`config.mk`:
```
export PLATFORM = sky130hd
export DESIGN_NAME = simple_udpsend
export DESIGN_NICKNAME = d
export VERILOG_FILES = /design/src/rtl/simple_udpsend.sv
export SDC_FILE = /design/constraint.sdc
export NUM_CORES = 1
export LEC_CHECK = 0
export ABC_CLOCK_PERIOD_IN_PS = 2800
export CELL_PAD_IN_SITES_DETAIL_PLACEMENT = 0
export CELL_PAD_IN_SITES_GLOBAL_PLACEMENT = 1
export CORE_ASPECT_RATIO = 0.9
export CORE_MARGIN = 2
export CORE_UTILIZATION = 38
export DETAILED_ROUTE_END_ITERATION = 6
export PLACE_DENSITY = 0.83
export SLEW_MARGIN = 20
export SYNTH_ARGS = -nofsm -noshare
export SYNTH_HDL_FRONTEND = slang
export SYNTH_SLANG_ARGS = --single-unit
```
`constraint.sdc`:
```
create_clock -name clk -period 2.8 [get_ports clk]
set_input_delay 0.42 -clock clk [delete_from_list [all_inputs] [get_ports clk]]
set_output_delay 0.42 -clock clk [all_outputs]
set_load 0.02 [all_outputs]
```
`src/rtl/simple_udpsend.sv`:
```
// rtl/simple_udpsend.sv - UDP packet generator on the UPL send port: header plus incrementing payload
module simple_udpsend #(
    parameter logic [31:0] MY_IP       = 32'h0a000003,
    parameter logic [15:0] MY_PORT     = 16'h4000,
    parameter int          MAX_WORDS   = 366,
    parameter int          ACK_TIMEOUT = 1024,
    parameter int          IFG_CYCLES  = 12
) (
    input  logic        clk,
    input  logic        reset,
    input  logic        start,
    input  logic [31:0] dst_ip,
    input  logic [15:0] dst_port,
    input  logic [15:0] num_words,
    output logic        busy,
    output logic        done,
    output logic        timeout,
    output logic [15:0] seq,
    output logic        UPLout_Request,
    input  logic        UPLout_Ack,
    output logic        UPLout_Enable,
    output logic [31:0] UPLout_Data
);

    localparam logic [2:0] S_IDLE = 3'd0;
    localparam logic [2:0] S_REQ  = 3'd1;
    localparam logic [2:0] S_HDR  = 3'd2;
    localparam logic [2:0] S_PAY  = 3'd3;
    localparam logic [2:0] S_GAP  = 3'd4;

    localparam logic [15:0] MAX_LEN  = 16'(MAX_WORDS);
    localparam logic [15:0] ACK_LAST = 16'(ACK_TIMEOUT - 1);
    localparam logic [15:0] GAP_LAST = 16'(IFG_CYCLES - 1);

    logic [2:0]  state_q, state_d;
    logic [15:0] cnt_q, cnt_d;
    logic [15:0] len_q, len_d;
    logic [31:0] dst_ip_q, dst_ip_d;
    logic [15:0] dst_port_q, dst_port_d;
    logic [15:0] seq_q, seq_d;
    logic        busy_q, busy_d;
    logic        done_q, done_d;
    logic        timeout_q, timeout_d;
    logic        req_q, req_d;
    logic        en_q, en_d;
    logic [31:0] data_q, data_d;
    logic [15:0] byte_len;

    assign byte_len = 16'(len_q << 2);

    // cnt_q is shared: Ack wait in REQ, header index in HDR, payload index in PAY, idle count in GAP
    always_comb begin
        state_d    = state_q;
        cnt_d      = cnt_q;
        len_d      = len_q;
        dst_ip_d   = dst_ip_q;
        dst_port_d = dst_port_q;
        seq_d      = seq_q;
        done_d     = 1'b0;
        timeout_d  = 1'b0;
        req_d      = 1'b0;
        en_d       = 1'b0;
        data_d     = 32'h0;
        case (state_q)
            S_IDLE: begin
                if (start && num_words != 16'h0) begin
                    dst_ip_d   = dst_ip;
                    dst_port_d = dst_port;
                    len_d      = (num_words > MAX_LEN) ? MAX_LEN : num_words;
                    cnt_d      = 16'h0;
                    req_d      = 1'b1;
                    state_d    = S_REQ;
                end
            end
            S_REQ: begin
                // a grant on the expiry edge wins over the timeout
                if (UPLout_Ack) begin
                    en_d    = 1'b1;
                    data_d  = MY_IP;
                    cnt_d   = 16'h1;
                    state_d = S_HDR;
                end else if (cnt_q == ACK_LAST) begin
                    timeout_d = 1'b1;
                    cnt_d     = 16'h0;
                    state_d   = S_GAP;
                end else begin
                    req_d = 1'b1;
                    cnt_d = cnt_q + 16'h1;
                end
            end
            S_HDR: begin
                en_d = 1'b1;
                case (cnt_q[1:0])
                    2'd1:    data_d = dst_ip_q;
                    2'd2:    data_d = {MY_PORT, dst_port_q};
                    default: data_d = {byte_len, 16'h0000};
                endcase
                if (cnt_q[1:0] == 2'd3) begin
                    cnt_d   = 16'h0;
                    state_d = S_PAY;
                end else begin
                    cnt_d = cnt_q + 16'h1;
                end
            end
            S_PAY: begin
                if (cnt_q == len_q) begin
                    done_d  = 1'b1;
                    seq_d   = seq_q + 16'h1;
                    cnt_d   = 16'h0;
                    state_d = S_GAP;
                end else begin
                    en_d   = 1'b1;
                    data_d = {seq_q, cnt_q};
                    cnt_d  = cnt_q + 16'h1;
                end
            end
            S_GAP: begin
                if (cnt_q == GAP_LAST) begin
                    cnt_d   = 16'h0;
                    state_d = S_IDLE;
                end else begin
                    cnt_d = cnt_q + 16'h1;
                end
            end
            default: begin
                cnt_d   = 16'h0;
                state_d = S_IDLE;
            end
        endcase
        busy_d = (state_d != S_IDLE);
    end

    always_ff @(posedge clk) begin
        if (reset) begin
            state_q    <= S_IDLE;
            cnt_q      <= 16'h0;
            len_q      <= 16'h0;
            dst_ip_q   <= 32'h0;
            dst_port_q <= 16'h0;
            seq_q      <= 16'h0;
            busy_q     <= 1'b0;
            done_q     <= 1'b0;
            timeout_q  <= 1'b0;
            req_q      <= 1'b0;
            en_q       <= 1'b0;
            data_q     <= 32'h0;
        end else begin
            state_q    <= state_d;
            cnt_q      <= cnt_d;
            len_q      <= len_d;
            dst_ip_q   <= dst_ip_d;
            dst_port_q <= dst_port_d;
            seq_q      <= seq_d;
            busy_q     <= busy_d;
            done_q     <= done_d;
            timeout_q  <= timeout_d;
            req_q      <= req_d;
            en_q       <= en_d;
            data_q     <= data_d;
        end
    end

    assign busy           = busy_q;
    assign done           = done_q;
    assign timeout        = timeout_q;
    assign seq            = seq_q;
    assign UPLout_Request = req_q;
    assign UPLout_Enable  = en_q;
    assign UPLout_Data    = data_q;

endmodule

```
==> flow_summary.yaml, run 1 <==
worst_setup_path:
  crit_required_ns: 3.08
  worst-path-max-fanout: 9
  rrSetupSlack_ns: 0.29
  critPathKind: "flop to flop"
  start_kind: "flop"
  endpoint_kind: "flop"
  critical_path_arrival_ns: 2.79
global_routing:
  grt_pass1_wl_um: 28000
  antenna_found_initial: 0
  grt_max_degree: 50
  grt-ovfl-total: 0
  grt_pass1_vias: 5432
  track_usage_pct: 21.6
clock_network:
  post-cts-setup-buffers: 0
  cts_resized: 0
  clk_pin_slew_ns: 0.06
  clkSinkCount: 136
  numCtsBuffers: 17
  cts_hold_buf: 0
  clk_latency_ns: 0.42
  htree_levels: 4
  root_buffer: "clkbuf_16"
  cts_tree: "yes"
  clockBufferDepth: 2
place:
  io_buffers: 120
  hpwlAfterDp_um: 12400
  dp_slack_ns: 0.331
  globalplace.congestion: 0.901
sta:
  finalCritPeriodShare_pct: 89.8
  setup_ws_ns: 0.286
  clock-skew-final_ns: 0.0115
  post-route-min-period_ns: 2.51
  holdWs_ns: 0.281
  fmax_mhz: 398
  finalSetupViolations: 0
  relSlewSlack_pct: 49.6
  finalSetupTns_ns: 0
  finalMaxSlewViolations: 0
  tightest_slew_ns: 0.757
  hold_viol_final: 0
  rsz0062_at_grt: "false"
yosys:
  syn_inst: 735
  synth_top_area_share_pct: 45.8
  synth_top_cell_by_area: "dfxtp_1"
  syn-num-nets: 809
  synthTopCellsByCount: "158 x nand2_1, 136 x dfxtp_1, 72 x nor2_1, 57 x a21oi_1, 47 x clkbuf_1"
  yosysSeqAreaShare_pct: 45.8
  avgSynthCellArea_sq_um: 8.09
  yosysMostFrequentCell: "nand2_1"
  synth_edf_count: 0
  synth.distinct_cells: 57
  synth.area.top_cells: "dfxtp_1 46%, nand2_1 10%, a21oi_1 4.8%, nor2_1 4.5%, a22oi_1 3.4%"
  async_flop_share_pct: 0
  synth-seq-cells: 136
  synth-main-ff-cell: "dfxtp_1"
  netlist_area_sq_um: 5940
  synth_warnings: 0
routing:
  vias_per_cell: 5.41
  route.met2.wl_um: 7550
  wl_um: 17400
  drtAntennaViolNets: 0
  dr.first_iter.drc_count: 650
  avgRoutedWirePerCell_um: 16.7
  routed.top_layer: "met4"
  num_vias: 5649
  drt-met1-wl_um: 8350
  drc: 0
  firstDrtPassIters: 4
  wl_met3_um: 1180
cells_and_area:
  drive_gt1_share_pct: 8.55
  area_growth_pct: 34.1
  nets: 904
  diodes: 0
  num-fill-cells: 1422
die:
  die_area_sq_um: 16700
  die_h_um: 123
  die_w_um: 136
  io_pins: 121
  coreArea_sq_um: 15300
  rows: 43
  initial_utilization_pct: 38.8
status:
  status: "finished clean"
pwr:
  power_density_nw_per_um2: 631
  p_leak_nw: 2.87
  ir_drop_mv: 0.424
worst_hold_path:
  min_path_type: "input port to flop"
job:
  drv_cap: 0
## worst max-delay path, stage by stage (launching register included)
cell and delay, ns:
dfxtp_1 0.58, xor2_1 0.12, nor4_1 0.32, nand4_1 0.31, a41o_1 0.48, buf_4 0.23
o31ai_1 0.23, a21oi_1 0.11
## layout by cell type (no fill, tap or decap), types with 16 or more instances in the layout
cell             Yosys  final
a22o_1              16     16
nand2_1            158    158
xor2_1              18     18
clkbuf_16            0     17
o21ai_0             22     22
dfxtp_1            136    136
nor2_1              72     72
a22oi_1             27     27
clkdlybuf4s50_1      0    119
nor4_1              17     17
a21oi_1             57     57
buf_4                1     22
## metal layers
metal | vias up | track usage, %
met5 | - | 0
met4 | 0 | 8.27
met3 | 32 | 4.71
met2 | 230 | 31.9
met1 | 2671 | 30.6
li1 | 2716 | -
## flip-flops by register name, summed over array words and instances, names as in the netlist
signal	count
UPLout_Data	32
UPLout_Enable	1
UPLout_Request	1
busy	1
cnt_q	16
done	1
dst_ip_q	32
dst_port_q	16
len_q	16
seq	16
state_q	3
timeout	1
## logic make-up after synthesis
group           Yosys count  synth area share [%]
simple gates            315                  23.4
compound gates          165                  18.8
flops                   136                  45.8
buf+inv                  77                  5.35
xor+xnor                 33                  4.86
fa+ha+maj                 6                  1.26
mux                       3                 0.547
## final cells by class
class,count,area (sq um),share of cell area (%)
multi-input combinational,522,2910,36.5
sequential,136,2720,34.1
timing repair buffer,144,1400,17.6
clock buffer,24,512,6.42
tap,202,253,3.17
clock inverter,7,138,1.73
inverter,9,33.8,0.424
## final timing paths
path,from,endpoint,cells after the start
max,cnt_q[8],cnt_q[1],7
min,reset,busy,2
max reg2reg,cnt_q[8],cnt_q[1],7
min reg2reg,dst_port_q[15],dst_port_q[15],2
## power breakdown
part	switching (mW)	total, mW	internal [mW]	leakage (nW)
combinational	0.307	0.531	0.223	1.45
sequential	0.0522	2.06	2.01	1.11
clock	0.811	2.44	1.62	0.318
total	1.17	5.03	3.86	2.87
## stage by stage
step                      instance area [sq um]  total power [mW]  utilization (%)  instances
after floorplan                            5940              2.40                -        735
after global placement                     7320              2.62             47.8       1013
after detailed placement                   7320              2.63             47.8       1013
after CTS                                  7970              5.04             52.0       1044
after global routing                       7970              5.20             52.0       1044
final                                      7970              5.03             52.0       1044
Power figures use the tool's default switching activity.
==> inputs of run 2 (changes only) <==
CORE_MARGIN = unset   (was 2)
==> flow_summary.yaml, run 2 (synthesized netlist as in run 1, its figures left out) <==
status:
  status: "finished clean"
sta:
  rsz0062_at_grt: "false"
  fmax_mhz: 395
  finalSetupViolations: 0
  clock-skew-final_ns: 0.00944
  hold_viol_final: 0
  relSlewSlack_pct: 53.2
  tightest_slew_ns: 0.702
  finalCritPeriodShare_pct: 90.5
  finalSetupTns_ns: 0
  finalMaxSlewViolations: 0
  post-route-min-period_ns: 2.53
cells_and_area:
  layout_common_cells: "158 x nand2_1, 136 x dfxtp_1, 119 x clkdlybuf4s50_1, 72 x nor2_1, 57 x a21oi_1"
  final_common_cell: "nand2_1"
  final_cells: 1044
  final_util_pct: 53.3
  num-fill-cells: 1383
  final_area_sq_um: 7990
  area_growth_pct: 34.4
  diodes: 0
  drive_gt1_share_pct: 8.87
  nets: 908
worst_setup_path:
  crit_buf_inv: 1
  worst-path-max-fanout: 13
  critPathMaxStageDelay_ns: 0.58
  critPathKind: "flop to flop"
  start_kind: "flop"
  slowest_stage: "dfxtp_1"
  crit_required_ns: 3.11
  crit_chain: "xor2_1, nor4_1, nand4_1, buf_4, nor3_1, nand2_1, mux2_2"
  endpoint_kind: "flop"
  critical_path_arrival_ns: 2.85
  cpLargestDelayFamily: "simple AND/OR/NAND/NOR gates"
routing:
  vias_per_cell: 5.41
  num_vias: 5646
  dr.first_iter.drc_count: 552
  drtAntennaViolNets: 0
  avgRoutedWirePerCell_um: 16.8
  wl_um: 17500
  firstDrtPassIters: 6
  drc: 0
clock_network:
  post-cts-setup-buffers: 0
  cts_resized: 0
  clkSinkCount: 136
  clockBufferDepth: 2
  htree_levels: 4
  cts_hold_buf: 0
  clk_pin_slew_ns: 0.06
  clk_latency_ns: 0.43
  numCtsBuffers: 17
  cts_tree: "yes"
  root_buffer: "clkbuf_16"
die:
  initial_utilization_pct: 39.7
  die_area_sq_um: 16100
  die_w_um: 134
  coreArea_sq_um: 15000
  rows: 42
  io_pins: 121
  die_h_um: 121
global_routing:
  grt_pass1_vias: 5612
  grt_max_degree: 53
  antenna_found_initial: 0
  grt-ovfl-total: 0
  track_usage_pct: 22.7
  grt_pass1_wl_um: 28300
pwr:
  power_frac_seq_pct: 40.6
  switching_share_pct: 23.8
  pwr-share-comb_pct: 10.9
  power.switching_mw: 1.21
  p_leak_nw: 2.88
  ir_drop_mv: 0.422
  pwr-share-clk_pct: 48.6
  power_density_nw_per_um2: 635
  total_power_mw: 5.07
  p_int_mw: 3.86
job:
  drv_cap: 0
place:
  post_dp_cell_area_sq_um: 7340
  globalplace.congestion: 0.866
  io_buffers: 120
  dp.cells: 1013
  hpwlAfterDp_um: 12500
worst_hold_path:
  min_path_type: "flop to flop"
==> run 2: tightest hold or removal path, delay by kind of cell (launching register included) <==
kind | cells | cell delay (ns)
AND/OR/NAND/NOR | 1 | 0.05
AO/OA/AOI/OAI | 1 | 0.05
flip-flops | 1 | 0.31
==> run 2: path summary, 6_finish.rpt <==
check	startpoint	to	depth (start not counted)	slack (ns)
max reg2reg	cnt_q[4]	seq[8]	7	0.27
max	cnt_q[4]	seq[8]	7	0.27
min reg2reg	dst_port_q[15]	dst_port_q[15]	2	0.46
min	dst_port_q[15]	dst_port_q[15]	2	0.46
==> run 2: power by group through the flow <==
stage	Sequential, mW	Combinational (mW)	Clock (mW)
CTS	2.06	0.549	2.50
finish	2.06	0.551	2.46
detailed placement	2.10	0.546	0
global placement	2.10	0.536	0
floorplan	2.09	0.306	0
global route	2.07	0.598	2.59
==> run 2: cell type report <==
class | instances | area, sq um | area share, %
Clock buffer | 20 | 457 | 5.72
Clock inverter | 11 | 195 | 2.44
Inverter | 9 | 33.8 | 0.423
Multi-Input combinational cell | 522 | 2910 | 36.5
Sequential cell | 136 | 2720 | 34.1
Tap cell | 198 | 248 | 3.10
Timing Repair Buffer | 148 | 1420 | 17.8
==> run 2: routing by layer <==
| layer | track usage, % | up-vias | wire length (um) |
|---|---|---|---|
| met5 | 0 | - | 0 |
| met1 | 30.0 | 2699 | 7990 |
| met3 | 4.61 | 29 | 1000 |
| li1 | - | 2732 | - |
| met4 | 9.73 | 0 | 335 |
| met2 | 35.8 | 186 | 8220 |
==> run 2: stage by stage <==
step | worst slack [ns] | hold slack, ns
global route | 0.0596 | 0.480
global placement | 0.383 | 0.444
finish | 0.265 | 0.456
detailed placement | 0.381 | 0.448
floorplan | 0.756 | 0.436
CTS | 0.355 | 0.456
==> inputs of run 3 (changes only) <==
CORE_MARGIN = 2   (was unset)
SETUP_SLACK_MARGIN = 0.02   (was unset)
==> results of run 3 <==
Same layout as run 1: the final DEF is identical, and so are final timing and power.
